<file path="src/rtl/digit_unit.sv">
// rtl/digit_unit.sv - sequential decimal-digit read/write engine for dgt and dst
// Decomposes |acc| by repeated subtraction, then returns or replaces one digit.
module digit_unit (
    input  logic        clk,
    input  logic        rst_n,
    input  logic        start,
    input  logic        op,
    input  logic [10:0] acc,
    input  logic [10:0] arg1,
    input  logic [10:0] arg2,
    output logic        busy,
    output logic        done,
    output logic [10:0] out
);

    typedef enum logic [1:0] {IDLE, HUND, TENS, FINISH} state_t;

    state_t      state, state_next;
    logic        op_r, sgn_r, neg2_r, idx_ok_r;
    logic [1:0]  idx_r;
    logic [3:0]  v_r, h, t, u;
    logic [9:0]  mag;

    logic [11:0] acc_ext, acc_abs, a2_ext, a2_abs;
    logic [9:0]  mag_load;
    logic [3:0]  v_load;
    logic        idx_ok_load;

    logic [3:0]  dh, dt, du, digit;
    logic [9:0]  m;
    logic        neg;
    logic [10:0] res;

    // Operand conditioning at acceptance; 12 bits so that |-1024| does not wrap.
    always_comb begin
        acc_ext     = {acc[10], acc};
        acc_abs     = acc[10] ? 12'(-acc_ext) : acc_ext;
        mag_load    = (acc_abs > 12'd999) ? 10'd999 : acc_abs[9:0];
        a2_ext      = {arg2[10], arg2};
        a2_abs      = arg2[10] ? 12'(-a2_ext) : a2_ext;
        v_load      = (a2_abs > 12'd9) ? 4'd9 : a2_abs[3:0];
        idx_ok_load = (arg1 < 11'd3);
    end

    always_ff @(posedge clk or negedge rst_n) begin
        if (!rst_n) begin
            state <= IDLE;
        end else begin
            state <= state_next;
        end
    end

    always_comb begin
        state_next = state;
        case (state)
            IDLE:    if (start) state_next = HUND;
            HUND:    if (mag < 10'd100) state_next = TENS;
            TENS:    if (mag < 10'd10) state_next = FINISH;
            FINISH:  state_next = IDLE;
            default: state_next = IDLE;
        endcase
    end

    always_comb begin
        busy = (state != IDLE);
        dh   = h;
        dt   = t;
        du   = u;
        if (idx_ok_r) begin
            case (idx_r)
                2'd0:    du = v_r;
                2'd1:    dt = v_r;
                default: dh = v_r;
            endcase
        end
        case (idx_r)
            2'd0:    digit = u;
            2'd1:    digit = t;
            default: digit = h;
        endcase
        if (op_r) begin
            m   = 10'(dh) * 10'd100 + 10'(dt) * 10'd10 + 10'(du);
            neg = idx_ok_r ? (neg2_r | sgn_r) : sgn_r;
        end else begin
            m   = idx_ok_r ? 10'(digit) : 10'd0;
            neg = sgn_r;
        end
        // Negating a zero magnitude yields zero, so no negative-zero case exists.
        res = neg ? 11'(-{1'b0, m}) : {1'b0, m};
    end

    always_ff @(posedge clk or negedge rst_n) begin
        if (!rst_n) begin
            op_r     <= 1'b0;
            sgn_r    <= 1'b0;
            neg2_r   <= 1'b0;
            idx_ok_r <= 1'b0;
            idx_r    <= 2'd0;
            v_r      <= 4'd0;
            mag      <= 10'd0;
            h        <= 4'd0;
            t        <= 4'd0;
            u        <= 4'd0;
            done     <= 1'b0;
            out      <= 11'd0;
        end else begin
            done <= 1'b0;
            case (state)
                IDLE: begin
                    if (start) begin
                        op_r     <= op;
                        sgn_r    <= acc[10];
                        neg2_r   <= arg2[10];
                        idx_ok_r <= idx_ok_load;
                        idx_r    <= arg1[1:0];
                        v_r      <= v_load;
                        mag      <= mag_load;
                        h        <= 4'd0;
                        t        <= 4'd0;
                        u        <= 4'd0;
                    end
                end
                HUND: begin
                    if (mag >= 10'd100) begin
                        mag <= mag - 10'd100;
                        h   <= h + 4'd1;
                    end
                end
                TENS: begin
                    if (mag >= 10'd10) begin
                        mag <= mag - 10'd10;
                        t   <= t + 4'd1;
                    end else begin
                        u <= mag[3:0];
                    end
                end
                FINISH: begin
                    out  <= res;
                    done <= 1'b1;
                end
                default: ;
            endcase
        end
    end

endmodule

</file>
<file path="config.mk">
export PLATFORM = sky130hd
export DESIGN_NAME = digit_unit
export DESIGN_NICKNAME = d
export VERILOG_FILES = /design/src/rtl/digit_unit.sv
export SDC_FILE = /design/constraint.sdc
export NUM_CORES = 1
export LEC_CHECK = 0
export BUFFER_PORTS_ARGS = -buffer_cell sky130_fd_sc_hd__buf_2
export CAP_MARGIN = 20
export CORE_ASPECT_RATIO = 1.2
export CORE_MARGIN = 1
export CORE_UTILIZATION = 35
export CTS_BUF_LIST = sky130_fd_sc_hd__clkbuf_16
export DETAILED_ROUTE_END_ITERATION = 10
export GPL_TIMING_DRIVEN = 0
export PLACE_DENSITY = 0.53
export SETUP_SLACK_MARGIN = 0.05
export SYNTH_ARGS = -nofsm -noshare
export SYNTH_HDL_FRONTEND = slang
export SYNTH_SLANG_ARGS = --single-unit
</file>
<file path="constraint.sdc">
create_clock -name clk -period 5.1 [get_ports clk]
set_input_delay 1.02 -clock clk [delete_from_list [all_inputs] [get_ports clk]]
set_output_delay 1.02 -clock clk [all_outputs]
set_load 0.02 [all_outputs]
</file>
==> flow_summary_export.csv <==
group,metric,value,unit
grt,grt_util_all_layers,18.56,%
floorplan,num_rows,44,
yosys,synth_top_family_by_area,"compound AO/OA/AOI/OAI gates",
clocking,clkTransAtPathRegs,60,ps
final_layout,drive_above_1_share,15.17,%
status,status,"finished clean",
yosys,synthFlopType,"dfrtp_1",
setup_path,cp-start-kind,"flip-flop",
yosys,synthAdderAreaFrac,11.65,%
floorplan,die_y,124.6,um
routing,wl_per_cell,16.04,um
clocking,post_cts_buffers,0,
yosys,synth_edf_count,0,
routing,vias_per_cell,5.599,
final_layout,stdcell_count,728,
routing,drt_iter0_markers,198,
sta,slew_violations,0,
routing,routed_wl,11680,um
power,p_int,0.001493,W
clocking,clock_path_buffers,2,
yosys,synth-simple-area-share,18.99,%
grt,grt_pass1_vias,3984,
power,ir_drop,0.3308,mV
grt,grt_pass1_wl,19660,um
final_layout,finish.utilization,41.03,%
final_layout,fin_nets,642,
hold_path,hp-class,"reg -> reg",
sta,post-route-min-period,4614,ps
routing,drc,0,
power,power_switching,0.001476,W
yosys,yosys.area_share.xor_xnor,6.596,%
grt,antenna_found_initial,0,
place,dp_slack,422.0,ps
sta,fin_crit_sh,90.47,%
floorplan,dieWidth,104.1,um
power,finalPower,0.002970,W
yosys,syn-cell-area,4382,sq um
clocking,cts-root-buf,"clkbuf_16",
place,hpwlAfterDp,9274,um
power,p_clk_share,10.8,%
setup_path,arrival,4790,ps
sta,finalSetupViolCount,0,
sta,hold_viol,0,
sta,rsz0062_at_grt,"false",
sta,fin_ws,486.0,ps
routing,drt_pre_antenna_iters,5,
floorplan,core_area,12170,sq um
yosys,yosys-top-cells-area,"dfrtp_1, ha_1, nand2_1",
clocking,clkSinkCount,46,
yosys,synth-async-reset-ratio,100.0,%
setup_path,worstPathRequired,5270,ps
setup_path,crit_fanout,10,
setup_path,cp-end-kind,"flip-flop",
power,p_leak,2.246,nW
power,seqPwrFrac,22.0,%
yosys,synth_compound_area_share,24.10,%
place,dp_cells,720,
routing,ant_nets,0,
sta,tns,0,ps
yosys,synth.area.mux_share,8.195,%
clocking,cts_buffers,5,
floorplan,io_pins,50,
sta,tightest_slew,694.2,ps
yosys,synth_area_per_cell,8.608,sq um
place,gp_congestion,0.8509,
grt,grt_max_degree,25,
yosys,synth_top_cell_by_area,"dfrtp_1",
yosys,synth_top_cell_area_share,26.27,%
grt,grt_overflow,0,
sta,slew_headroom,53.44,%
floorplan,start_util,36.01,%
floorplan,floorplan.die_area,12970,sq um
power,comb_power_share,67.2,%
sta,max_freq,216.7,MHz
power,powerDensity,594.8,nW/um^2
setup_path,crit_type,"reg -> reg",
yosys,ys_seq_area_share,26.27,%
flow_run,max_cap_violations,0,
clocking,clk-insertion-delay-late,290,ps
clocking,cts_tree,"built",
yosys,ys_ff_latch,46,
clocking,htreeDepth,2,
yosys,synth_cell_types,65,
place,portBuffers,49,
routing,via_count,4076,
yosys,synth_cells,509,
power,swShare,49.71,%
sta,finalClockSkew,4.184,ps
final_layout,antenna_cells,0,
final_layout,area_growth,13.93,%
yosys,yosys_warnings,0,
yosys,synth_fp_nets,585,
-- synthesized netlist by cell type (5+ instances only) --
cell type and n:
dfrtp_1 46, nor4_1 5, inv_1 25, a211oi_1 6
nor2b_1 5, ha_1 36, clkbuf_1 18, a31oi_1 9
o31ai_1 5, mux2_2 15, nor2_1 28, o2111ai_1 5
or3_1 8, o21ai_0 36, xnor2_1 14, o211ai_1 5
or4_1 5, a21o_1 8, nand2b_1 11, a22oi_1 6
nor3_1 6, a21oi_1 22, xor2_1 19, mux2i_1 19
nand2_1 55, nand3_1 12
-- critical path, stage by stage, from the launching register on --
cell and delay [ps]:
dfrtp_1 480, buf_2 260, nand3b_1 290, mux2i_1 290, inv_1 110, ha_1 300
ha_1 230, ha_1 190, a21oi_1 150, xnor2_1 150, ha_1 260, ha_1 350
o21ai_0 130, a21o_1 170, a211oi_1 570, nor3b_1 340, a22o_1 180, nand2_1 50
-- through the flow --
stage / instance area, sq um / hold WS, ps
2_1_floorplan: 4382 / 474.0
3_3_place_gp: 4828 / 491.3
3_5_place_dp: 4848 / 490.5
4_1_cts: 4991 / 505.7
5_1_grt: 4992 / 523.2
6_report: 4992 / 499.4
-- flip-flops by register name, summed over array words and instances (netlist names), 2 cells and up --
register	count
out	11
t	4
idx_r	2
state	2
mag	10
h	4
v_r	4
u	4
-- power groups by stage --
stage	sequential, W	combinational, W	clock (W)
floorplan	0.000671	0.00146	0
global placement	0.000660	0.00196	0
detailed placement	0.000661	0.00198	0
CTS	0.000655	0.00199	0.000331
global route	0.000677	0.00224	0.000346
finish	0.000654	0.00200	0.000320
-- path summary, 6_finish.rpt --
path	startpoint	to	slack (ps)	depth (start not counted)
max	idx_r[1]$_DFFE_PN0P_	out[9]$_DFFE_PN0P_	490	17
min	out[3]$_DFFE_PN0P_	out[3]$_DFFE_PN0P_	500	1
max reg2reg	idx_r[1]$_DFFE_PN0P_	out[9]$_DFFE_PN0P_	490	17
min reg2reg	out[3]$_DFFE_PN0P_	out[3]$_DFFE_PN0P_	500	1
max in group asynchronous	rst_n	u[2]$_DFFE_PN0P_	3830	2
min in group asynchronous	rst_n	neg2_r$_DFFE_PN0P_	730	1
-- cells by family after synthesis --
family | after synthesis
AND/OR/NAND/NOR | 161
AO/OA/AOI/OAI | 149
multiplexers | 34
buffers and inverters | 47
adder cells (fa/ha/maj) | 39
XOR/XNOR | 33
flip-flops | 46
-- final cells by class --
class	count	area, sq um
Fill cell	1237	7174
Multi-Input combinational cell	416	3048
Sequential cell	46	1151
Timing Repair Buffer	50	265.3
Tap cell	161	201.4
Clock buffer	5	125.1
Inverter	25	93.84
Buffer	22	90.09
Clock inverter	3	17.52
-- placed cells by master (no fill, tap or decap), drive strengths merged, types with 6 or more instances in the layout --
| master | Yosys | routed |
|---|---|---|
| a211oi | 6 | 6 |
| a21o | 8 | 8 |
| a21oi | 22 | 22 |
| a22oi | 6 | 6 |
| a31oi | 9 | 9 |
| buf | 4 | 54 |
| clkbuf | 18 | 23 |
| dfrtp | 46 | 46 |
| ha | 36 | 36 |
| inv | 25 | 26 |
| mux2 | 15 | 15 |
| mux2i | 19 | 19 |
| nand2 | 55 | 55 |
| nand2b | 11 | 11 |
| nand3 | 12 | 12 |
| nor2 | 28 | 28 |
| nor3 | 6 | 6 |
| o21ai | 36 | 36 |
| or3 | 9 | 9 |
| xnor2 | 14 | 14 |
| xor2 | 19 | 19 |
-- routing by layer --
layer  vias to the layer above  global-route usage [%]  wire length (um)
met5                         -                       0                 0
met2                       114                   34.08              5962
met4                         0                   5.882               225
met1                      1939                   22.32              5097
met3                        16                   2.145               391
li1                       2007                       -                 -
-- repair_timing --
| action | in CTS | in global routing |
|---|---|---|
| gates resized for setup | 0 | 1 |
| hold buffers | 0 | 0 |
| setup endpoints to repair | 0 | 2 |
Note: power is estimated with default switching activity, not from simulation.
